==> src/rtl/avalon_mem_arbiter.sv <==
// avalon_mem_arbiter
//   Shares one Avalon-MM memory port between the instruction bus (m0) and the
//   data bus (m1). One command is granted per cycle. A grant that is stalled by
//   s_waitrequest is locked until the memory accepts it. Read data comes back
//   after a fixed latency and is steered to the master that issued the read.
//
//   Handshake: a master presents read/write plus its address/data and holds
//   them unchanged while its waitrequest is 1. The command is accepted in the
//   first cycle in which it is granted and s_waitrequest is 0. readdata is
//   shared by both masters; only the matching readdatavalid marks it as valid.
module avalon_mem_arbiter #(
   parameter int AW          = 32,
   parameter int DW          = 32,
   parameter int RD_LATENCY  = 1,
   parameter int M1_PRIORITY = 0
) (
   input  logic            clk,
   input  logic            rst,
   // master 0 (instruction bus)
   input  logic            m0_read,
   input  logic            m0_write,
   input  logic [AW-1:0]   m0_address,
   input  logic [DW-1:0]   m0_writedata,
   input  logic [DW/8-1:0] m0_byte_enable,
   output logic            m0_waitrequest,
   output logic [DW-1:0]   m0_readdata,
   output logic            m0_readdatavalid,
   // master 1 (data bus)
   input  logic            m1_read,
   input  logic            m1_write,
   input  logic [AW-1:0]   m1_address,
   input  logic [DW-1:0]   m1_writedata,
   input  logic [DW/8-1:0] m1_byte_enable,
   output logic            m1_waitrequest,
   output logic [DW-1:0]   m1_readdata,
   output logic            m1_readdatavalid,
   // shared memory port
   output logic            s_read,
   output logic            s_write,
   output logic [AW-1:0]   s_address,
   output logic [DW-1:0]   s_writedata,
   output logic [DW/8-1:0] s_byte_enable,
   input  logic            s_waitrequest,
   input  logic [DW-1:0]   s_readdata
);

   logic req0, req1;
   logic lock, locked_owner, last_grant;
   logic owner;          // 0 = m0, 1 = m1
   logic g_read, g_write, g_req;
   logic accept, accept_read;

   logic pipe_v [RD_LATENCY];
   logic pipe_o [RD_LATENCY];

   assign req0 = m0_read | m0_write;
   assign req1 = m1_read | m1_write;

   // Grant selection: a stalled grant stays locked, otherwise priority or round-robin.
   always_comb begin
      owner = 1'b0;
      if (lock)
         owner = locked_owner;
      else if (req0 && !req1)
         owner = 1'b0;
      else if (req1 && !req0)
         owner = 1'b1;
      else if (req0 && req1)
         owner = (M1_PRIORITY != 0) ? 1'b1 : ~last_grant;
   end

   // Command mux toward memory; write wins if a master raises both read and write.
   always_comb begin
      g_read        = owner ? m1_read : m0_read;
      g_write       = owner ? m1_write : m0_write;
      g_req         = g_read | g_write;
      s_write       = g_write;
      s_read        = g_read & ~g_write;
      s_address     = owner ? m1_address : m0_address;
      s_writedata   = owner ? m1_writedata : m0_writedata;
      s_byte_enable = owner ? m1_byte_enable : m0_byte_enable;
      accept        = g_req & ~s_waitrequest;
      accept_read   = accept & g_read & ~g_write;
   end

   // Waitrequest back to masters: the granted one sees memory stall, the other waits.
   always_comb begin
      m0_waitrequest = 1'b1;
      m1_waitrequest = 1'b1;
      if (g_req && !owner)
         m0_waitrequest = s_waitrequest;
      if (g_req && owner)
         m1_waitrequest = s_waitrequest;
   end

   // Arbitration state: fairness pointer and stall lock.
   always_ff @(posedge clk or posedge rst) begin
      if (rst) begin
         lock         <= 1'b0;
         locked_owner <= 1'b0;
         last_grant   <= 1'b0;
      end else if (accept) begin
         last_grant <= owner;
         lock       <= 1'b0;
      end else if (g_req) begin
         lock         <= 1'b1;
         locked_owner <= owner;
      end
   end

   // Return pipe: fixed-latency shift of {valid, owner}, advancing every cycle.
   always_ff @(posedge clk or posedge rst) begin
      if (rst) begin
         for (int i = 0; i < RD_LATENCY; i++) begin
            pipe_v[i] <= 1'b0;
            pipe_o[i] <= 1'b0;
         end
      end else begin
         pipe_v[0] <= accept_read;
         pipe_o[0] <= owner;
         for (int i = 1; i < RD_LATENCY; i++) begin
            pipe_v[i] <= pipe_v[i-1];
            pipe_o[i] <= pipe_o[i-1];
         end
      end
   end

   assign m0_readdatavalid = pipe_v[RD_LATENCY-1] & ~pipe_o[RD_LATENCY-1];
   assign m1_readdatavalid = pipe_v[RD_LATENCY-1] &  pipe_o[RD_LATENCY-1];
   assign m0_readdata      = s_readdata;
   assign m1_readdata      = s_readdata;

endmodule
==> config.mk <==
export PLATFORM = sky130hd
export DESIGN_NAME = avalon_mem_arbiter
export DESIGN_NICKNAME = d
export VERILOG_FILES = /design/src/rtl/avalon_mem_arbiter.sv
export SDC_FILE = /design/constraint.sdc
export NUM_CORES = 1
export LEC_CHECK = 0
export CAP_MARGIN = 15
export CORE_AREA = 2 2 123 125
export CTS_CLUSTER_SIZE = 14
export DETAILED_ROUTE_END_ITERATION = 6
export DIE_AREA = 0 0 125 127
export PLACE_DENSITY = 0.64
export SYNTH_ARGS = -nofsm -noshare
export SYNTH_HDL_FRONTEND = slang
export SYNTH_SLANG_ARGS = --single-unit
==> constraint.sdc <==
create_clock -name clk -period 1.7 [get_ports clk]
set_input_delay 0.17 -clock clk [delete_from_list [all_inputs] [get_ports clk]]
set_output_delay 0.17 -clock clk [all_outputs]
set_load 0.05 [all_outputs]
==> results of run 1 <==
-- sequential cells by signal, indices dropped and copies added (netlist names) --
name,flops
last_grant,1
pipe_v,1
locked_owner,1
pipe_o,1
lock,1
-- routing by layer --
metal,part of all wire [%],up-vias,routed length (um),GRT usage [%]
li1,-,889,-,-
met5,0,-,0,0
met4,0.55,0,48,1.50
met1,37,878,3250,10.6
met3,9.7,9,850,3.02
met2,53,147,4590,18.5
-- worst max-delay path, cell delays in order (launching register included) --
cell,delay (ps)
dfrtp_1,400
o21a_1,140
o31ai_4,200
buf_6,170
buf_12,150
clkbuf_16,150
mux2_4,300
buf_6,150
-- layout by cell type (no fill, tap or decap), types with 2 or more instances in the layout --
cell,synthesis,routed
clkdlybuf4s50_1,0,138
mux2_4,60,61
buf_6,1,60
buf_4,64,18
buf_8,0,14
mux2_2,11,10
nor2_1,7,7
clkbuf_16,0,5
dfrtp_1,5,5
buf_12,6,4
nand2_1,4,3
nand2b_1,3,3
dlygate4sd2_1,0,3
buf_16,0,2
-- cells by family after synthesis --
family | synth area share (%)
AO/OA/AOI/OAI | 3.62
buffers and inverters | 32.1
flip-flops | 6.46
multiplexers | 53.5
AND/OR/NAND/NOR | 4.40
-- cell type report --
class	instances	share of cell area, %
repair buffers	242	61.4
multi-input cells	97	28.4
well taps	184	5.38
flip-flops and latches	5	2.92
clock buffers	3	1.75
clock inverters	1	0.117
inverters	1	0.0877
-- timing repair --
| item | in CTS | in global routing |
|---|---|---|
| buffers inserted | 5 | 0 |
| resized for setup | 91 | 6 |
| endpoints found under the setup margin | 73 | 72 |
| pin swaps | 0 | 0 |
| cloned | 1 | 2 |
-- stage by stage --
step	total power [mW]	setup WS, ps	area [um2]	util, %	hold WS (ps)
after global routing	5.23	-433	4280	29.7	197
after CTS	4.95	-383	4200	29.1	186
after global placement	3.96	-468	3740	25.9	340
after detailed placement	3.99	-474	3740	25.9	340
final	5.05	-375	4280	29.7	163
after floorplan	3.36	74.0	1950	-	-51.5
-- report_power, final --
group,switching (mW),internal [mW]
registers,0.0280,0.153
logic,2.29,2.19
clock network,0.0809,0.308
total,2.40,2.65
-- how the worst max path moves through the flow --
| stage | from | endpoint | slack [ps] | depth (start not counted) |
|---|---|---|---|---|
| floorplan | last_grant$_DFFE_PP0P_ | s_address[0] | 70 | 5 |
| global placement | m0_write | s_writedata[31] | -470 | 6 |
| detailed placement | m0_write | s_writedata[31] | -470 | 6 |
| CTS | last_grant$_DFFE_PP0P_ | s_writedata[31] | -380 | 6 |
| global route | last_grant$_DFFE_PP0P_ | s_writedata[31] | -430 | 6 |
| finish | last_grant$_DFFE_PP0P_ | s_writedata[22] | -370 | 7 |
==> impl_results.md, run 1 <==
- Post-DP HPWL: around 7.0 mm
- Area taken by multi-input logic gates: 1210 um2
- Routability cong.: 0.855
- HP Class: in2async
- DP Cell Count: 521
- Clock skew: between 2 and 2.5 ps
- GRT Util Overall: under 10%
- CP startpoint kind: flip-flop
- Diode count: 0
- Final ANT Viol Nets: 0
- CTS tree: built
- Vias in the first global route: about 2,100
- RSZ-0062 raised after global routing: yes
- Number of nets in the layout: about 530
- Vias per cell: 3.61
- Layout fillers: 1,502
- Crit Reg-Reg Endpoint: pipe_v$_DFF_PP0_
- Failing checks: negative setup slack
- Slew HR: 79.1%
- Hold Buf Count CTS: 0
- Mapped Cells: roughly 180
- Mapped Nets: 350
- Vias: 1,923
- Slew @ Worst Pin: between 300 and 400 ps
- Worst EP required: 1530 ps
- R2R Setup Slk: around 40 ps
- FF+latch area: 125 um2
- Fmax achieved: 482 MHz
- P&R area growth vs syn: 121%
- Max cap viols: 0
- TritonCTS buffer count: 3
- Clock-pin transition on the worst setup and hold timing paths: 40 ps
- Core area: 14,400 um2
- Final period utilization: 122%
- Num ports: between 300 and 400
- Final min period: 2070 ps
- Drt pass-1 iters: 4
- Setup violators final: between 70 and 80
- Crit Path Class: reg2out
- WL/cell: around 16 um
- Site Rows: 44
- Syn_area_per_cell: about 11 um2
- Root Driver: clkbuf_16
- Die extent in y: 127 um
- Maximum fanout count along the critical path: 6
- CTS sink count: 5
- Warnings from Yosys: 0
- Finished Layout Cells: 533
- H-tree Lvls: 1
- DRC errors left: 0
- Maximum vdd drop: 0.000451 V
- Commonest cells in the synthesized netlist: buf_4 (64), mux2_4 (60), mux2_2 (11)
- Mapped Area: 1940 um2
- Synth unique cells: 23
- Power Dens Cells: 1180 nW/um2
- CP Capture Type: primary output
- Synth Flop Type: dfrtp_1
- Grt total ovfl: 0
- Register area share after synthesis: roughly 6.5%
- Pin count of the biggest net entering global routing: 28
- Initial antenna violation count: 0
- Starting Density: 13.4%
- Outcome: finished, violations left
- Post-synth top area cell: mux2_4
- Layout cell share with drive strength beyond 1: around 52%
- First-pass GRT wire length: 12.1 mm
- Hold Vio Cnt, Final: 0
- R2R cell count: 5
- Die area: between 15,000 and 20,000 um2
- Setup TNS: -22,890 ps
- Worst EP arrival: 1900 ps
- Overall die width: 125 um
- Number of synthesized flops with an enable pin: 0
- Yosys reg bits: 5
- R2R Path Start: last_grant$_DFFE_PP0P_
- Count leader, synth: buf_4
- Max Slew Vio Count: 0
- Drt initial violations: 50
- PortBufs: 216
- Setup WS post-layout: -375 ps
- Share of the synthesized area in the top cell type: 46.5%
- WL final: roughly 8.7 mm
- Skew-Pair Late Insertion Delay: about 230 ps
- Largest buffer count on any clock path: 2
- Top cells by area, synth: mux2_4 (47%), buf_4 (25%), dfrtp_1 (6.5%)
- Leak pwr: roughly 1.9 nW
- FFs w/ async S/R, synth: 100%
Power figures use the tool's default switching activity.
==> run 2: changes to the inputs <==
==> constraint.sdc (replaced) <==
create_clock -name clk -period 1.7 [get_ports clk]
set_input_delay 0.17 -clock clk [delete_from_list [all_inputs] [get_ports clk]]
set_output_delay 0.17 -clock clk [all_outputs]
set_load 0.005 [all_outputs]
==> run 2 against run 1 <==
Compared with the run above:
- highest routed layer unchanged
- sequential share of layout area is 0.058 points lower
- count of clock-buffer cells in the layout is 1 higher
- via count rose by 7.1%
- worst setup slack lost 100 ps
- the run still ends with negative setup slack left
- utilization is 0.90 points higher
- global-route usage down 0.47 points
==> impl_results.md, run 2 (synthesis results as in run 1) <==
- WL/cell: about 15 um
- Pin count of the biggest net entering global routing: 16
- Num ports: 313
- Comb power frac: roughly 86%
- Layout cell share with drive strength beyond 1: 56.3%
- HP Class: in2async
- P&R area growth vs syn: 128%
- Switch Pwr: 1.14 mW
- Hold WS: 161 ps
- Final ANT Viol Nets: 0
- Critical Path Start: last_grant$_DFFE_PP0P_
- RSZ-0062 raised after global routing: yes
- Critical path cell sequence: o21a_1 -> o31ai_4 -> buf_6 -> buf_12 -> buf_12 -> buf_8 -> buf_6 -> mux2_4 -> buf_6
- Hold Vio Cnt, Final: 0
- Failing checks: negative setup slack
- H-tree Lvls: 1
- Setup violators final: 72
- CP bufs+invs: 6
- Clock skew: 1.57 ps
- CTS tree: built
- WL final: around 8.5 mm
- Die area: 15,900 um2
- Finished Layout Cells: 575
- Die extent in y: 127 um
- Slew HR: 82.6%
- Overall die width: 125 um
- Core area: approximately 14,000 um2
- Pint: 2.85 mW
- CP most frequent cell: buf_6
- Register share of total power: 4.5%
- Vias per cell: 3.58
- TritonCTS buffer count: 3
- Setup TNS: -26,650 ps
- CTS sink count: 5
- Design Area, Final: 4410 um2
- Final core occ: 30.6%
- Global Route met3 Usage: about 3.8%
- Sw Share: 28.5%
- Max cap viols: 0
- Vias in the first global route: 2,062
- Routability cong.: 0.909
- Crit Path Class: reg2out
- Area of placed instances: between 3000 and 4000 um2
- Final period utilization: 128%
- DP Cell Count: 531
- Skew-Pair Late Insertion Delay: 220 ps
- Critical Path Max Stage Delay: between 300 and 400 ps
- Fmax achieved: about 460 MHz
- Clock power frac: 9.5%
- Worst EP arrival: 2010 ps
- Post-DP HPWL: slightly below 7 mm
- Final min period: roughly 2200 ps
- Most common cell after layout, fill and taps aside: clkdlybuf4s50_1
- Largest buffer count on any clock path: 2
- GR Layer Usage met2: about 18%
- Power Dens Cells: 905 nW/um2
- Crit path to: s_writedata[29]
- GRT Util Overall: 9.19%
- Drt pass-1 iters: 5
- CP top delay family: buffers and inverters
- Worst path depth: 9
- Starting Density: 13.4%
- Number of nets in the layout: 567
- CP Capture Type: primary output
- Power Total: between 3 and 4 mW
- Initial antenna violation count: 0
- CP startpoint kind: flip-flop
- Vias: ~2,100
- Grt total ovfl: 0
- Commonest cells after routing, fill and taps aside: clkdlybuf4s50_1 (140), mux2_4 (69), clkbuf_2 (50)
- Maximum fanout count along the critical path: 3
- Outcome: finished, violations left
- R2R Path Start: last_grant$_DFFE_PP0P_
- Crit Reg-Reg Endpoint: pipe_v$_DFF_PP0_
- Max Slew Vio Count: 0
- Site Rows: 44
- R2R Setup Slk: 30 ps
- Hold Buf Count CTS: 0
- Top Usage Layer GRT: met2
- DRC errors left: 0
- PortBufs: 216
- Setup WS post-layout: -477 ps
- Worst EP required: 1530 ps
- Diode count: 0
- R2R cell count: 6
- Maximum vdd drop: 0.000350 V
- Slew @ Worst Pin: between 200 and 300 ps
- Root Driver: clkbuf_16
- CP max-delay cell: dfrtp_1
- Drt initial violations: 43
- Met1 Use GR: 9.41%
- Clock-pin transition on the worst setup and hold timing paths: 30 ps
- Pre-CTS setup slack: -674 ps
- First-pass GRT wire length: around 12 mm
- Leak pwr: 2.08 nW
## run 2: final cells by class
cell class / instances / area (um2)
Fill cell: 1485 / 10000
Timing Repair Buffer: 284 / 2730
Multi-Input combinational cell: 97 / 1240
Tap cell: 184 / 230
Sequential cell: 5 / 126
Clock buffer: 4 / 78.8
Inverter: 1 / 3.75
## run 2: worst register-to-register path, stage by stage (launching register included)
cell and delay [ps]:
dfrtp_1 380, o21a_1 140, o31ai_4 310, buf_6 160
buf_12 120, buf_4 120, mux2_2 320
## run 2: worst min-delay path by stage
stage                                         to  cells past startpoint            from
after detailed placement         m0_readdata[26]                      0  s_readdata[26]
after global placement           m0_readdata[26]                      0  s_readdata[26]
after global routing            pipe_o$_DFF_PP0_                      2             rst
final                           pipe_o$_DFF_PP0_                      2             rst
after CTS                       pipe_o$_DFF_PP0_                      2             rst
after floorplan           last_grant$_DFFE_PP0P_                      1             rst
## run 2: per-layer routing
| layer | vias to the layer above | routed length [um] |
|---|---|---|
| li1 | 974 | - |
| met1 | 928 | 3000 |
| met2 | 151 | 4560 |
| met3 | 6 | 831 |
| met4 | 0 | 65 |
| met5 | - | 0 |
## run 2: repair_timing
| item | CTS | global route |
|---|---|---|
| endpoints found under the hold margin | 0 | 0 |
| setup buffers | 10 | 31 |
| pin swaps | 0 | 1 |
| gates resized for setup | 132 | 152 |
| cloned | 1 | 2 |
| endpoints found under the setup margin | 72 | 72 |
## run 2: power by group through the flow
stage	registers, mW	logic (mW)	clock network, mW
after floorplan	0.178	1.48	0
after global placement	0.176	2.68	0
after detailed placement	0.178	2.71	0
after CTS	0.181	2.88	0.387
after global routing	0.186	3.62	0.397
final	0.181	3.43	0.380
